--- src/rtl/reg_scoreboard_pkg.sv ---
// Shared opcode and register-file definitions for the ID-stage scoreboard.
// Everything that sizes the register file or names an instruction class lives
// here so the scoreboard and its neighbours agree on one set of numbers.
package reg_scoreboard_pkg;

    localparam int SB_NUM_REG = 4;
    localparam int REG_AW     = 2;
    localparam int WORD_W     = 32;
    localparam int SB_CNT_W   = 2;

    typedef logic [REG_AW-1:0] reg_addr_t;
    typedef logic [WORD_W-1:0] word_t;

    typedef enum logic [6:0] {
        OP_LOAD   = 7'b0000011,
        OP_IMM    = 7'b0010011,
        OP_STORE  = 7'b0100011,
        OP_REG    = 7'b0110011,
        OP_BRANCH = 7'b1100011
    } opcode_e;

    // Largest value a pending counter of the given width may hold.
    function automatic int cnt_max(input int width);
        return (1 << width) - 1;
    endfunction

endpackage

--- src/rtl/reg_scoreboard_if.sv ---
// Issue / retire / hazard signals between the ID and WB stages and the
// scoreboard. The pipeline side uses the master modport, the scoreboard the
// slave modport.
interface reg_scoreboard_if
    import reg_scoreboard_pkg::*;
#(
    parameter int NUM_REG = SB_NUM_REG
);

    logic               issue_valid;
    logic               issue_dest_valid;
    reg_addr_t          issue_dest;
    logic               src1_valid;
    logic               src2_valid;
    reg_addr_t          src1;
    reg_addr_t          src2;
    logic               wb_valid;
    reg_addr_t          wb_addr;
    logic               squash_valid;
    reg_addr_t          squash_addr;
    logic               stall;
    logic [NUM_REG-1:0] pending_mask;
    logic               sb_error;

    modport master (
        output issue_valid, issue_dest_valid, issue_dest,
        output src1_valid, src2_valid, src1, src2,
        output wb_valid, wb_addr, squash_valid, squash_addr,
        input  stall, pending_mask, sb_error
    );

    modport slave (
        input  issue_valid, issue_dest_valid, issue_dest,
        input  src1_valid, src2_valid, src1, src2,
        input  wb_valid, wb_addr, squash_valid, squash_addr,
        output stall, pending_mask, sb_error
    );

endinterface

--- src/rtl/reg_scoreboard_sb_counter.sv ---
// One pending-writer counter for a single architectural register.
// Counts up on an accepted issue, down on each retire (write-back and/or
// squash), never drops below zero and flags any retire it cannot absorb.
module sb_counter
    import reg_scoreboard_pkg::*;
#(
    parameter int CNT_W = SB_CNT_W
)(
    input  logic             clk,
    input  logic             reset_n,
    input  logic             inc,
    input  logic             dec_wb,
    input  logic             dec_sq,
    output logic [CNT_W-1:0] count,
    output logic             busy,
    output logic             underflow
);

    localparam logic [CNT_W:0] WIDE_MAX = {1'b0, {CNT_W{1'b1}}};

    logic [CNT_W:0]   grown;
    logic [CNT_W:0]   shrink;
    logic [CNT_W:0]   next_wide;
    logic [CNT_W-1:0] next_count;

    // Net change for this cycle: issue and retire cancel, a double retire
    // removes two, and anything that would go below zero floors at zero.
    always_comb begin
        grown      = {1'b0, count} + {{CNT_W{1'b0}}, inc};
        shrink     = {{CNT_W{1'b0}}, dec_wb} + {{CNT_W{1'b0}}, dec_sq};
        underflow  = 1'b0;
        next_wide  = '0;
        if (grown < shrink) begin
            underflow = 1'b1;
        end else begin
            next_wide = grown - shrink;
        end
        if (next_wide > WIDE_MAX) begin
            next_count = WIDE_MAX[CNT_W-1:0];
        end else begin
            next_count = next_wide[CNT_W-1:0];
        end
    end

    // Counter and its nonzero flag are both flops so the pending mask has no
    // combinational path from the pipeline inputs.
    always_ff @(posedge clk) begin
        if (!reset_n) begin
            count <= '0;
            busy  <= 1'b0;
        end else begin
            count <= next_count;
            busy  <= (next_count != '0);
        end
    end

endmodule

--- src/rtl/reg_scoreboard.sv ---
// Register scoreboard for the ID stage: tracks in-flight writers per register
// and raises a combinational stall on RAW hazards or a saturated counter.
// Optional macro SCOREBOARD_WB_BYPASS_EN lets a source whose only pending
// writer is writing back this very cycle proceed without stalling.
module reg_scoreboard
    import reg_scoreboard_pkg::*;
#(
    parameter int NUM_REG = SB_NUM_REG,
    parameter int CNT_W   = SB_CNT_W
)(
    input  logic                   clk,
    input  logic                   reset_n,
    reg_scoreboard_if.slave        sb
);

    localparam logic [CNT_W-1:0] CNT_FULL = '1;
    localparam logic [CNT_W-1:0] CNT_ONE  = CNT_W'(1);

    logic [CNT_W-1:0]   count [NUM_REG];
    logic [NUM_REG-1:0] inc;
    logic [NUM_REG-1:0] dec_wb;
    logic [NUM_REG-1:0] dec_sq;
    logic [NUM_REG-1:0] busy;
    logic [NUM_REG-1:0] underflow;
    logic               src1_hazard;
    logic               src2_hazard;
    logic               dest_full;
    logic               issue_accept;

    // Hazard detection: a read of a register with pending writers must wait,
    // and an issue may not push its destination counter past saturation.
    always_comb begin
        src1_hazard = sb.src1_valid && (count[sb.src1] != '0);
        src2_hazard = sb.src2_valid && (count[sb.src2] != '0);
`ifdef SCOREBOARD_WB_BYPASS_EN
        if (sb.wb_valid && (sb.wb_addr == sb.src1) && (count[sb.src1] == CNT_ONE)) begin
            src1_hazard = 1'b0;
        end
        if (sb.wb_valid && (sb.wb_addr == sb.src2) && (count[sb.src2] == CNT_ONE)) begin
            src2_hazard = 1'b0;
        end
`endif
        dest_full    = sb.issue_dest_valid && (count[sb.issue_dest] == CNT_FULL);
        sb.stall     = reset_n && (src1_hazard || src2_hazard || dest_full);
        issue_accept = sb.issue_valid && sb.issue_dest_valid && !sb.stall;
    end

    // Steer the accepted issue and the two retire ports to one counter each.
    always_comb begin
        inc    = '0;
        dec_wb = '0;
        dec_sq = '0;
        for (int r = 0; r < NUM_REG; r++) begin
            inc[r]    = issue_accept    && (sb.issue_dest  == REG_AW'(r));
            dec_wb[r] = sb.wb_valid     && (sb.wb_addr     == REG_AW'(r));
            dec_sq[r] = sb.squash_valid && (sb.squash_addr == REG_AW'(r));
        end
    end

    for (genvar r = 0; r < NUM_REG; r++) begin : g_cnt
        sb_counter #(
            .CNT_W (CNT_W)
        ) u_cnt (
            .clk       (clk),
            .reset_n   (reset_n),
            .inc       (inc[r]),
            .dec_wb    (dec_wb[r]),
            .dec_sq    (dec_sq[r]),
            .count     (count[r]),
            .busy      (busy[r]),
            .underflow (underflow[r])
        );
    end

    // The per-counter busy flops already form the registered pending mask.
    always_comb begin
        sb.pending_mask = busy;
    end

    // Sticky error: any retire that found nothing to retire is remembered
    // until the next reset.
    always_ff @(posedge clk) begin
        if (!reset_n) begin
            sb.sb_error <= 1'b0;
        end else if (|underflow) begin
            sb.sb_error <= 1'b1;
        end
    end

endmodule

--- src/flat_wrapper.sv ---
// flat-port wrapper written by rule: the top's interface ports become plain ports
module reg_scoreboard_flat import reg_scoreboard_pkg::*;
#(
    parameter int NUM_REG = SB_NUM_REG,
    parameter int CNT_W   = SB_CNT_W
)
  (clk, reset_n, sb_issue_valid, sb_issue_dest_valid, sb_issue_dest, sb_src1_valid, sb_src2_valid, sb_src1, sb_src2, sb_wb_valid, sb_wb_addr, sb_squash_valid, sb_squash_addr, sb_stall, sb_pending_mask, sb_sb_error);
  reg_scoreboard_if #(.NUM_REG(NUM_REG)) sb_i ();
  input  logic clk;
  input  logic reset_n;
  input wire logic [$bits(sb_i.issue_valid)-1:0] sb_issue_valid;
  input wire logic [$bits(sb_i.issue_dest_valid)-1:0] sb_issue_dest_valid;
  input wire logic [$bits(sb_i.issue_dest)-1:0] sb_issue_dest;
  input wire logic [$bits(sb_i.src1_valid)-1:0] sb_src1_valid;
  input wire logic [$bits(sb_i.src2_valid)-1:0] sb_src2_valid;
  input wire logic [$bits(sb_i.src1)-1:0] sb_src1;
  input wire logic [$bits(sb_i.src2)-1:0] sb_src2;
  input wire logic [$bits(sb_i.wb_valid)-1:0] sb_wb_valid;
  input wire logic [$bits(sb_i.wb_addr)-1:0] sb_wb_addr;
  input wire logic [$bits(sb_i.squash_valid)-1:0] sb_squash_valid;
  input wire logic [$bits(sb_i.squash_addr)-1:0] sb_squash_addr;
  output wire logic [$bits(sb_i.stall)-1:0] sb_stall;
  output wire logic [$bits(sb_i.pending_mask)-1:0] sb_pending_mask;
  output wire logic [$bits(sb_i.sb_error)-1:0] sb_sb_error;
  assign sb_i.issue_valid = sb_issue_valid;
  assign sb_i.issue_dest_valid = sb_issue_dest_valid;
  assign sb_i.issue_dest = sb_issue_dest;
  assign sb_i.src1_valid = sb_src1_valid;
  assign sb_i.src2_valid = sb_src2_valid;
  assign sb_i.src1 = sb_src1;
  assign sb_i.src2 = sb_src2;
  assign sb_i.wb_valid = sb_wb_valid;
  assign sb_i.wb_addr = sb_wb_addr;
  assign sb_i.squash_valid = sb_squash_valid;
  assign sb_i.squash_addr = sb_squash_addr;
  assign sb_stall = sb_i.stall;
  assign sb_pending_mask = sb_i.pending_mask;
  assign sb_sb_error = sb_i.sb_error;
  reg_scoreboard #(.NUM_REG(NUM_REG), .CNT_W(CNT_W)) u_core (.clk(clk), .reset_n(reset_n), .sb(sb_i));
endmodule
--- config.mk ---
export PLATFORM = sky130hd
export DESIGN_NAME = reg_scoreboard_flat
export DESIGN_NICKNAME = d
export VERILOG_FILES = /design/src/rtl/reg_scoreboard_pkg.sv /design/src/rtl/reg_scoreboard_if.sv /design/src/rtl/reg_scoreboard_sb_counter.sv /design/src/rtl/reg_scoreboard.sv /design/src/flat_wrapper.sv
export SDC_FILE = /design/constraint.sdc
export NUM_CORES = 1
export LEC_CHECK = 0
export ABC_AREA = 1
export BUFFER_PORTS_ARGS = -buffer_cell sky130_fd_sc_hd__buf_4
export CORE_AREA = 5 5 76 78
export DETAILED_ROUTE_END_ITERATION = 10
export DIE_AREA = 0 0 81 83
export SETUP_SLACK_MARGIN = 0.5
export SLEW_MARGIN = 20
export SYNTH_ARGS = -nofsm -noshare
export SYNTH_HDL_FRONTEND = slang
export SYNTH_SLANG_ARGS = --single-unit
--- constraint.sdc ---
create_clock -name clk -period 4.2 [get_ports clk]
set_input_delay 0.84 -clock clk [delete_from_list [all_inputs] [get_ports clk]]
set_output_delay 0.84 -clock clk [all_outputs]
set_load 0.05 [all_outputs]
# Word-level counts from Yosys, hierarchy flattened
# Cells that the tools add are included.
# totals
reg_bits	13
inputBits	18
out_inout_bits	6
elab_cells	97
# classes
add_sub_neg	12
magnitude_cmp	11
n_eq_ne	10
muxes	21
bitwise_logic	3
reduce_logical	31
# ops
operator	count
2-bit two-way mux	10
1-bit logical AND	18
2-bit equality test (second input constant)	7
2-bit by 1-bit adder with 3-bit output	4
2-bit binary-select mux with 2-bit select	3
3-bit by 2-bit > comparator with 1-bit output (second input constant)	4
3-bit by 2-bit less-than comparator with 1-bit output	4
3-bit two-way mux	4
2-bit nonzero test	6
3-bit by 2-bit subtractor with 3-bit output	4
3-bit >= comparator (second input constant)	3
2-bit NOT with 3-bit output	3
1-bit by 1-bit adder with 2-bit output	4
2-bit by 1-bit equality test with 1-bit output (second input constant)	3
2-bit zero test	3
1-bit two-way mux	4
4-bit OR reduction	1
1-bit logical OR	2
1-bit zero test	1

# Longest topological paths before layout
# Gate-level depths: netlist of run 1.
# logic_depth
depth_word	18
mapped_depth	18
depth_no_buf	18

# Modules after synthesis
# From an unflattened synthesis of run 1, not the netlist that was laid out.
# unflattened
cells_unflattened	185
hier_area_um2	1303.8
# modules_own_cells
mod	n_inst	cells_per_inst	area_per_inst_um2	seq_area_each_um2
sb_counter	4	27	239.0	60.1
reg_scoreboard	1	77	347.8	20.0

# Worst setup path before layout of run 1
# Ideal clock, no wire load.
# synth_path
path_type	input to register
start	input port sb_issue_dest[0]
end	register u_core.g_cnt[2].u_cnt.busy
setup_time_ns	0.074
arrival_ns	2.661
t_required_ns	4.126
path_slack_ns	1.465
stages	16
path_buffers	0
path_cell_list	inv_2 > nand2_1 > nand2_1 > nand2_1 > nand2_1 > nand3_2 > nand3_2 > nand2_2 > nand2_2 > nor2_1 > ha_1 > ha_1 > fa_1 > xnor2_1 > inv_1 > a31oi_1
# synth_between
elab_chain_cells	17
word_cells_on_any_way	19
cone_classes	2 x add/sub; 2 x order compare; 2 x eq/ne; 5 x mux; 1 x bitwise; 7 x reduce/logical
# synth_lines
item	line_no	source
from (decl)	flat_wrapper.sv:13	input wire logic [$bits(sb_i.issue_dest)-1:0] sb_issue_dest;
2-bit NOT with 3-bit output (not written as such)	reg_scoreboard.sv:43	dest_full = sb.issue_dest_valid && (count[sb.issue_dest] == CNT_FULL);
2-bit binary-select mux with 2-bit select	reg_scoreboard.sv:43	
2-bit two-way mux (not written as such) (2 in series)	reg_scoreboard.sv:43	
2-bit equality test	reg_scoreboard.sv:43	
1-bit logical AND	reg_scoreboard.sv:43	
1-bit logical OR	reg_scoreboard.sv:44	sb.stall = reset_n && (src1_hazard || src2_hazard || dest_full);
1-bit logical AND	reg_scoreboard.sv:44	
1-bit zero test	reg_scoreboard.sv:45	issue_accept = sb.issue_valid && sb.issue_dest_valid && !sb.stall;
1-bit logical AND	reg_scoreboard.sv:45	
1-bit logical AND *	reg_scoreboard.sv:54	inc[r] = issue_accept && (sb.issue_dest == REG_AW'(r));
2-bit by 1-bit adder with 3-bit output *	reg_scoreboard_sb_counter.sv:29	grown = {1'b0, count} + {{CNT_W{1'b0}}, inc};
3-bit by 2-bit subtractor with 3-bit output or 3-bit by 2-bit less-than comparator with 1-bit output (tied branches)	reg_scoreboard_sb_counter.sv:36, reg_scoreboard_sb_counter.sv:33	
3-bit two-way mux *	reg_scoreboard_sb_counter.sv:33	if (grown < shrink) begin
3-bit by 2-bit > comparator with 1-bit output	reg_scoreboard_sb_counter.sv:38	if (next_wide > WIDE_MAX) begin
2-bit two-way mux *	reg_scoreboard_sb_counter.sv:38	
2-bit nonzero test *	reg_scoreboard_sb_counter.sv:53	busy <= (next_count != '0);
to (signal assigned)	reg_scoreboard_sb_counter.sv:53	
to (decl)	reg_scoreboard_sb_counter.sv:15	output logic busy,
# Mark *: on every way between the ends. The rest lies on a longest branch, timed or not. The select of a mux whose other input is x is not followed.
# A chain may end at the register's enable or synchronous reset.

# Worst setup path after layout of run 1
# layout_path
start	input port sb_issue_dest[0]
end	register u_core.g_cnt[0].u_cnt.count[0]
# layout_between
elab_chain_cells	16
word_cells_on_any_way	18
cone_classes	2 x add/sub; 2 x order compare; 1 x eq/ne; 5 x mux; 1 x bitwise; 7 x reduce/logical
# layout_lines
item	line_no	source
2-bit NOT with 3-bit output (not written as such)	reg_scoreboard.sv:43	
2-bit binary-select mux with 2-bit select	reg_scoreboard.sv:43	
2-bit two-way mux (not written as such) (2 in series)	reg_scoreboard.sv:43	
2-bit equality test	reg_scoreboard.sv:43	
1-bit logical AND	reg_scoreboard.sv:43	
1-bit logical OR	reg_scoreboard.sv:44	
1-bit logical AND	reg_scoreboard.sv:44	
1-bit zero test	reg_scoreboard.sv:45	
1-bit logical AND	reg_scoreboard.sv:45	
1-bit logical AND *	reg_scoreboard.sv:54	
2-bit by 1-bit adder with 3-bit output *	reg_scoreboard_sb_counter.sv:29	
3-bit by 2-bit subtractor with 3-bit output or 3-bit by 2-bit less-than comparator with 1-bit output (tied branches)	reg_scoreboard_sb_counter.sv:36, reg_scoreboard_sb_counter.sv:33	
3-bit two-way mux *	reg_scoreboard_sb_counter.sv:33	
3-bit by 2-bit > comparator with 1-bit output	reg_scoreboard_sb_counter.sv:38	
2-bit two-way mux *	reg_scoreboard_sb_counter.sv:38	
to (signal assigned)	reg_scoreboard_sb_counter.sv:52	count <= next_count;
to (decl)	reg_scoreboard_sb_counter.sv:14	output logic [CNT_W-1:0] count,
# Marked as above.

==> metrics.txt, run 1 <==
status completed; Worst EP required around 4.4 ns; DRC 0; initial antenna violation count 0; Hold Crit Start u_core.sb.sb_error$_SDFFE_PN0P_; Rel. slew slack 0.825; RR Endpoint u_core.g_cnt[0].u_cnt.count[0]$_SDFF_PN0_; Initial Util 0.243; Mapped Avg Cell Area 7.45 um^2; final non-filler cell total approximately 260; die area roughly 0.0067 mm^2; Critical R2R Launch u_core.g_cnt[0].u_cnt.count[1]$_SDFF_PN0_; Setup CP Type in2reg; Post-Syn Instances 163; Num CTS Buffers 3; 1st-iter DRT viols 62; critical path arrival between 2 and 3 ns; Via-to-Cell Ratio between 4 and 5; Synthesis Warnings 0; RSZ-0062 raised after global routing false; Synth Register Bits 13; count of different cell masters after synthesis 20; layout overhead on the synthesized area 22.7%; # diodes 0; CTS max path bufs 2; first-pass GRT wire length 4.42 mm; most frequent cells in the layout nand2_1 (36), inv_1 (32), buf_4 (23); DP HPWL 2.29 mm; Worst-Skew Late Latency between 0.2 and 0.25 ns; Slew @ Worst Pin 0.261 ns; commonest non-fill, non-tap cell in the layout nand2_1; final hold slack a little over 0.5 ns; Post-CTS Setup Bufs 0; Port-buffer cells 23; sequential area share after synthesis 0.214; Top-Level Pins 24; Fin Setup TNS 0 ns; cells resized by post-CTS repair 0; die width 81 um; Pwr Total 0.603 mW; Core ar. 0.00501 mm^2; # hold bufs at CTS 0; clock root buffer clkbuf_8; Tmin final 2.80 ns; setup violators final 0; Worst Setup End Kind flop; # nets final between 200 and 250; CTS tree built; routability cong. 0.840; DP Cell Count 252; Final Cycle Share 0.668; # rows 26; largest net degree at the start of global routing 8; share of post-route cells with drive strength above 1 0.188; P_leak 0.767 nW; Synth Cell Area between 0.001 and 0.0015 mm^2; Peak Freq 357 MHz; wire length per cell 10.2 um; Worst Hold Class reg2reg; Max IR drop VDD just over 0.1 mV; Core Util, Final 0.297; vias post-DR 1045; R2R cell count 15; Synthesized Nets 205; die height between 80 and 90 um; Hold Fails Final Rpt 0; Num Clock Sinks 13; drt pass-1 iters 4; Slew Viols, Final 0; post-route ant nets 0; Worst Hold Path EP u_core.sb.sb_error$_SDFFE_PN0P_; global route overflow 0; CP Max Fanout 7; Reg clk slew, reported paths 0.06 ns; Max-Cap Viols 0; Worst Hold Path Cells 1; final clock skew 0.00292 ns; total track usage 0.0833; R2R setup slack about 1.7 ns; Routed WL 2.62 mm; PwrDens 405 mW/mm^2; H-tree depth 1; vias in the first global route 1018; startpoint types input pin
## per-stage QoR
| step | setup slack [ns] | area (um^2) |
|---|---|---|
| after global placement | 1.17 | 1450 |
| final | 1.40 | 1490 |
| after floorplan | 1.47 | 1210 |
| after global routing | 1.16 | 1490 |
| after CTS | 1.37 | 1490 |
| after detailed placement | 1.12 | 1450 |
## per-layer routing
metal | GRT usage | share of wire
met1 | 0.108 | 0.48
met2 | 0.131 | 0.46
met3 | 0.0173 | 0.049
met4 | 0.0384 | 0.011
met5 | 0 | 0
## state kept, by name (all words and copies together), names as in the netlist
| signal | count |
|---|---|
| u_core.sb.sb_error | 1 |
| u_core.g_cnt.u_cnt.busy | 4 |
| u_core.g_cnt.u_cnt.count | 8 |
## power breakdown
| group | total, mW | internal (mW) | leakage (nW) | switching [mW] |
|---|---|---|---|---|
| combinational | 0.297 | 0.117 | 0.637 | 0.179 |
| clock | 0.111 | 0.0670 | 0.0228 | 0.0440 |
| sequential | 0.195 | 0.159 | 0.108 | 0.0366 |
## cell usage after synthesis
library cell	number	area, um^2
nand3_2	3	30.0
inv_1	32	120
buf_4	4	30.0
fa_1	8	160
a31o_2	1	8.76
nand4_1	1	6.26
a31oi_1	4	25.0
inv_2	3	11.3
o21a_1	1	7.51
a21oi_1	8	40.0
ha_1	16	200
o21bai_1	3	22.5
nor2_1	8	30.0
nand2_1	36	135
nor3_1	8	40.0
nand3_1	4	20.0
nand2_2	2	12.5
o21ai_0	4	20.0
dfxtp_1	13	260
xnor2_1	4	35.0
## cell families after synthesis
logic type	count (synthesis)	synth area share
adder cells (fa/ha/maj)	24	0.297
flip-flops	13	0.214
AND/OR/NAND/NOR	62	0.226
buffers and inverters	39	0.133
XOR/XNOR	4	0.0288
AO/OA/AOI/OAI	21	0.102
## cell type report
type | instances | area [um^2]
clock buffer | 4 | 45.0
fill | 564 | 3520
sequential | 13 | 260
inverter | 35 | 131
timing repair buffer | 23 | 173
multi-input combinational | 111 | 793
tap | 70 | 87.6
## how the worst max path moves through the flow
stage	from	endpoint	slack, ns	cells past startpoint
finish	sb_issue_dest[0]	u_core.g_cnt[0].u_cnt.count[0]$_SDFF_PN0_	1.40	17
floorplan	sb_issue_dest[0]	u_core.g_cnt[2].u_cnt.busy$_SDFF_PN0_	1.47	16
global route	sb_issue_dest[0]	u_core.g_cnt[1].u_cnt.busy$_SDFF_PN0_	1.16	17
global placement	sb_issue_dest[0]	u_core.g_cnt[0].u_cnt.busy$_SDFF_PN0_	1.17	17
CTS	sb_issue_dest[0]	u_core.g_cnt[0].u_cnt.busy$_SDFF_PN0_	1.37	17
detailed placement	sb_issue_dest[0]	u_core.g_cnt[0].u_cnt.busy$_SDFF_PN0_	1.12	17
## critical path, stage by stage
cell and delay [ns]:
buf_4 0.14, inv_2 0.09, nand2_1 0.06, nand2_1 0.06
nand2_1 0.04, nand2_1 0.07, nand3_2 0.07, nand3_2 0.06
nand2_2 0.05, nand2_2 0.08, nor2_1 0.05, ha_1 0.21
ha_1 0.30, fa_1 0.43, xnor2_1 0.17, inv_1 0.09
a21oi_1 0.15
Note: power is estimated with default switching activity, not from simulation.
==> inputs of run 2 (changes only) <==
==> constraint.sdc (replaced) <==
create_clock -name clk -period 2.7 [get_ports clk]
set_input_delay 0.54 -clock clk [delete_from_list [all_inputs] [get_ports clk]]
set_output_delay 0.54 -clock clk [all_outputs]
set_load 0.05 [all_outputs]
==> run 2 against run 1 <==
  * Power grew 87%
  * Largest cell class unchanged
  * Utilization up 7.0 points
  * Die area did not move
==> metrics.txt, run 2 (synthesis results as in run 1) <==
startpoint types input pin; CTS max path bufs 2 (unchanged); Setup CP Type in2reg; # nets final 238 (+3.9%); Routed WL 2.91 mm (+11%); die area 0.00672 mm^2 (unchanged); total track usage 0.0919 (+0.00857); 1st-iter DRT viols 18 (-71%); WP buf/inv 2 (-1); die height 83 um (unchanged); CP delay by family, top simple AND/OR/NAND/NOR gates; Num Clock Sinks 13 (unchanged); Rel. slew slack 0.853 (+0.0277); Worst Hold Class reg2reg; # diodes 0 (unchanged); DP HPWL 2.40 mm (+4.9%); Slew @ Worst Pin 0.219 ns (-0.0428 ns); Initial Util 0.243 (unchanged); DRC 0 (unchanged); die width 81 um (unchanged); crit-path cells buf_12 > inv_16 > nand2_4 > nand2_2 > nand2_1 > nand2_1 > nand3_2 > nand3_2 > nand2_2 > nand2_4 > nor2_1 > ha_2 > fa_1 > nand2_1 > o21bai_1 > nand4_1 > o21a_1; Reg clk slew, reported paths 0.06 ns (about the same); CP max stage cell fa_1; Clk network pwr share 0.158 (-0.026); Final Cycle Share 0.876; wire length per cell 11.0 um (+7.2%); final worst slack 0.334 ns (-1.06 ns); # rows 26 (unchanged); final hold slack 0.481 ns (-0.0241 ns); Post-Place Cell Area 0.00160 mm^2 (+10%); setup violators final 0 (unchanged); drt pass-1 iters 4 (unchanged); H-tree depth 1 (unchanged); Max IR drop VDD 0.164 mV (+58%); Tmin final 2.37 ns; most frequent cells in the layout buf_4 (31), nand2_1 (29), inv_1 (19); Via-to-Cell Ratio 4.18 (+2.3%); initial antenna violation count 0 (unchanged); clock root buffer clkbuf_8; vias in the first global route 1166 (+15%); Worst-Skew Late Latency 0.25 ns (about the same); number of fill cells 532 (-5.7%); P_int 0.650 mW (+89%); Setup WS pre-CTS 0.000485 ns (-1.12 ns); first-pass GRT wire length 4.89 mm (+10%); vias post-DR 1107 (+5.9%); critical path arrival 2.51 ns (-0.46 ns); P_leak 0.845 nW (+10%); routability cong. 0.832 (-0.94%); CP Max Fanout 7 (unchanged); largest net degree at the start of global routing 8 (unchanged); Slew Viols, Final 0 (unchanged); Largest Register u_core.g_cnt.u_cnt.count; Reg power frac 0.291 (-0.033); Worst EP required 2.85 ns (-1.52 ns); Largest regs u_core.g_cnt.u_cnt.count (8), u_core.g_cnt.u_cnt.busy (4), u_core.sb.sb_error (1); share of post-route cells with drive strength above 1 0.503 (+0.314); Max-Cap Viols 0 (unchanged); max FFs per register 8 (unchanged); design area 0.00184 mm^2 (+23%); final clock skew 0.00552 ns (+0.00259 ns); CP dominant cell by count nand2_1; PwrDens 613 mW/mm^2 (+52%); commonest non-fill, non-tap cell in the layout buf_4; Port-buffer cells 23 (unchanged); Comb pwr share 0.550 (+0.058); layout overhead on the synthesized area 51.4%; Hold Fails Final Rpt 0 (unchanged); CTS tree built; Fin Setup TNS 0 ns (unchanged); status completed; net switching power of the design 0.478 mW (+84%); net switching fraction of the power 0.424 (-0.00714); RSZ-0062 raised after global routing true; Worst Setup End Kind flop; Peak Freq approximately 420 MHz; Num CTS Buffers 3 (unchanged); slowest stage delay, CP 0.48 ns (+0.05 ns); global route overflow 0 (unchanged); post-route ant nets 0 (unchanged); Core ar. 0.00501 mm^2 (unchanged); Top-Level Pins 24 (unchanged)
[run 2: changes by cell type in the layout (fill, tap and decap cells not counted), sizes merged]
cell / delta
buf: +9
[run 2: worst reg2reg max path, cell delays in order, from the launching register on]
cell and delay [ns]:
dfxtp_4 0.38, nor2_4 0.11, nand2_1 0.05, nand3_1 0.06, nand2_1 0.05, nand2_1 0.07
nand3_2 0.07, nand2_2 0.09, nand2_4 0.07, nor2_1 0.10, ha_2 0.28, inv_2 0.07
ha_4 0.12, inv_2 0.04, fa_2 0.52, inv_2 0.04, a31oi_1 0.16
[run 2: metrics by stage]
| stage | cells | util | power [mW] |
|---|---|---|---|
| floorplan | 163 | - | 0.728 |
| global placement | 252 | 0.319 | 0.847 |
| detailed placement | 252 | 0.319 | 0.852 |
| CTS | 259 | 0.342 | 1.07 |
| global route | 265 | 0.367 | 1.22 |
| finish | 265 | 0.367 | 1.13 |
[run 2: cell type report]
| class | count | area (um^2) | area share |
|---|---|---|---|
| clock buffers | 4 | 45.0 | 0.0245 |
| inverters | 35 | 163 | 0.0884 |
| multi-input cells | 111 | 1000 | 0.546 |
| flip-flops and latches | 13 | 288 | 0.156 |
| well taps | 70 | 87.6 | 0.0476 |
| repair buffers | 32 | 253 | 0.137 |
[run 2: what timing repair did]
action                     4_1_cts  5_1_grt
pin swaps                        5       15
gates resized for setup         21       24
setup buffers                    3        6
hold buffers                     0        0
hold endpoints to repair         0        0
setup endpoints to repair       13       13
[run 2: path summary, 6_finish.rpt]
check                                       startpoint                                    end  slack (ns)  depth (start not counted)
min reg2reg            u_core.sb.sb_error$_SDFFE_PN0P_        u_core.sb.sb_error$_SDFFE_PN0P_        0.48                          1
max reg2reg  u_core.g_cnt[0].u_cnt.count[1]$_SDFF_PN0_  u_core.g_cnt[1].u_cnt.busy$_SDFF_PN0_        0.37                         16
min                    u_core.sb.sb_error$_SDFFE_PN0P_        u_core.sb.sb_error$_SDFFE_PN0P_        0.48                          1
max                                   sb_issue_dest[0]        u_core.sb.sb_error$_SDFFE_PN0P_        0.33                         17
[run 2: power groups by stage]
stage / Combinational [mW] / Clock, mW / Sequential [mW]
after floorplan: 0.419 / 0 / 0.309
after global placement: 0.528 / 0 / 0.319
after detailed placement: 0.533 / 0 / 0.319
after CTS: 0.570 / 0.181 / 0.319
after global routing: 0.696 / 0.190 / 0.339
final: 0.621 / 0.179 / 0.328
[run 2: per-layer routing]
metal,vias to the layer above,GRT usage,share of wire
met5,-,0,0
li1,576,-,-
met2,23,0.139,0.47
met1,501,0.116,0.44
met4,0,0.0645,0.030
met3,7,0.0152,0.057
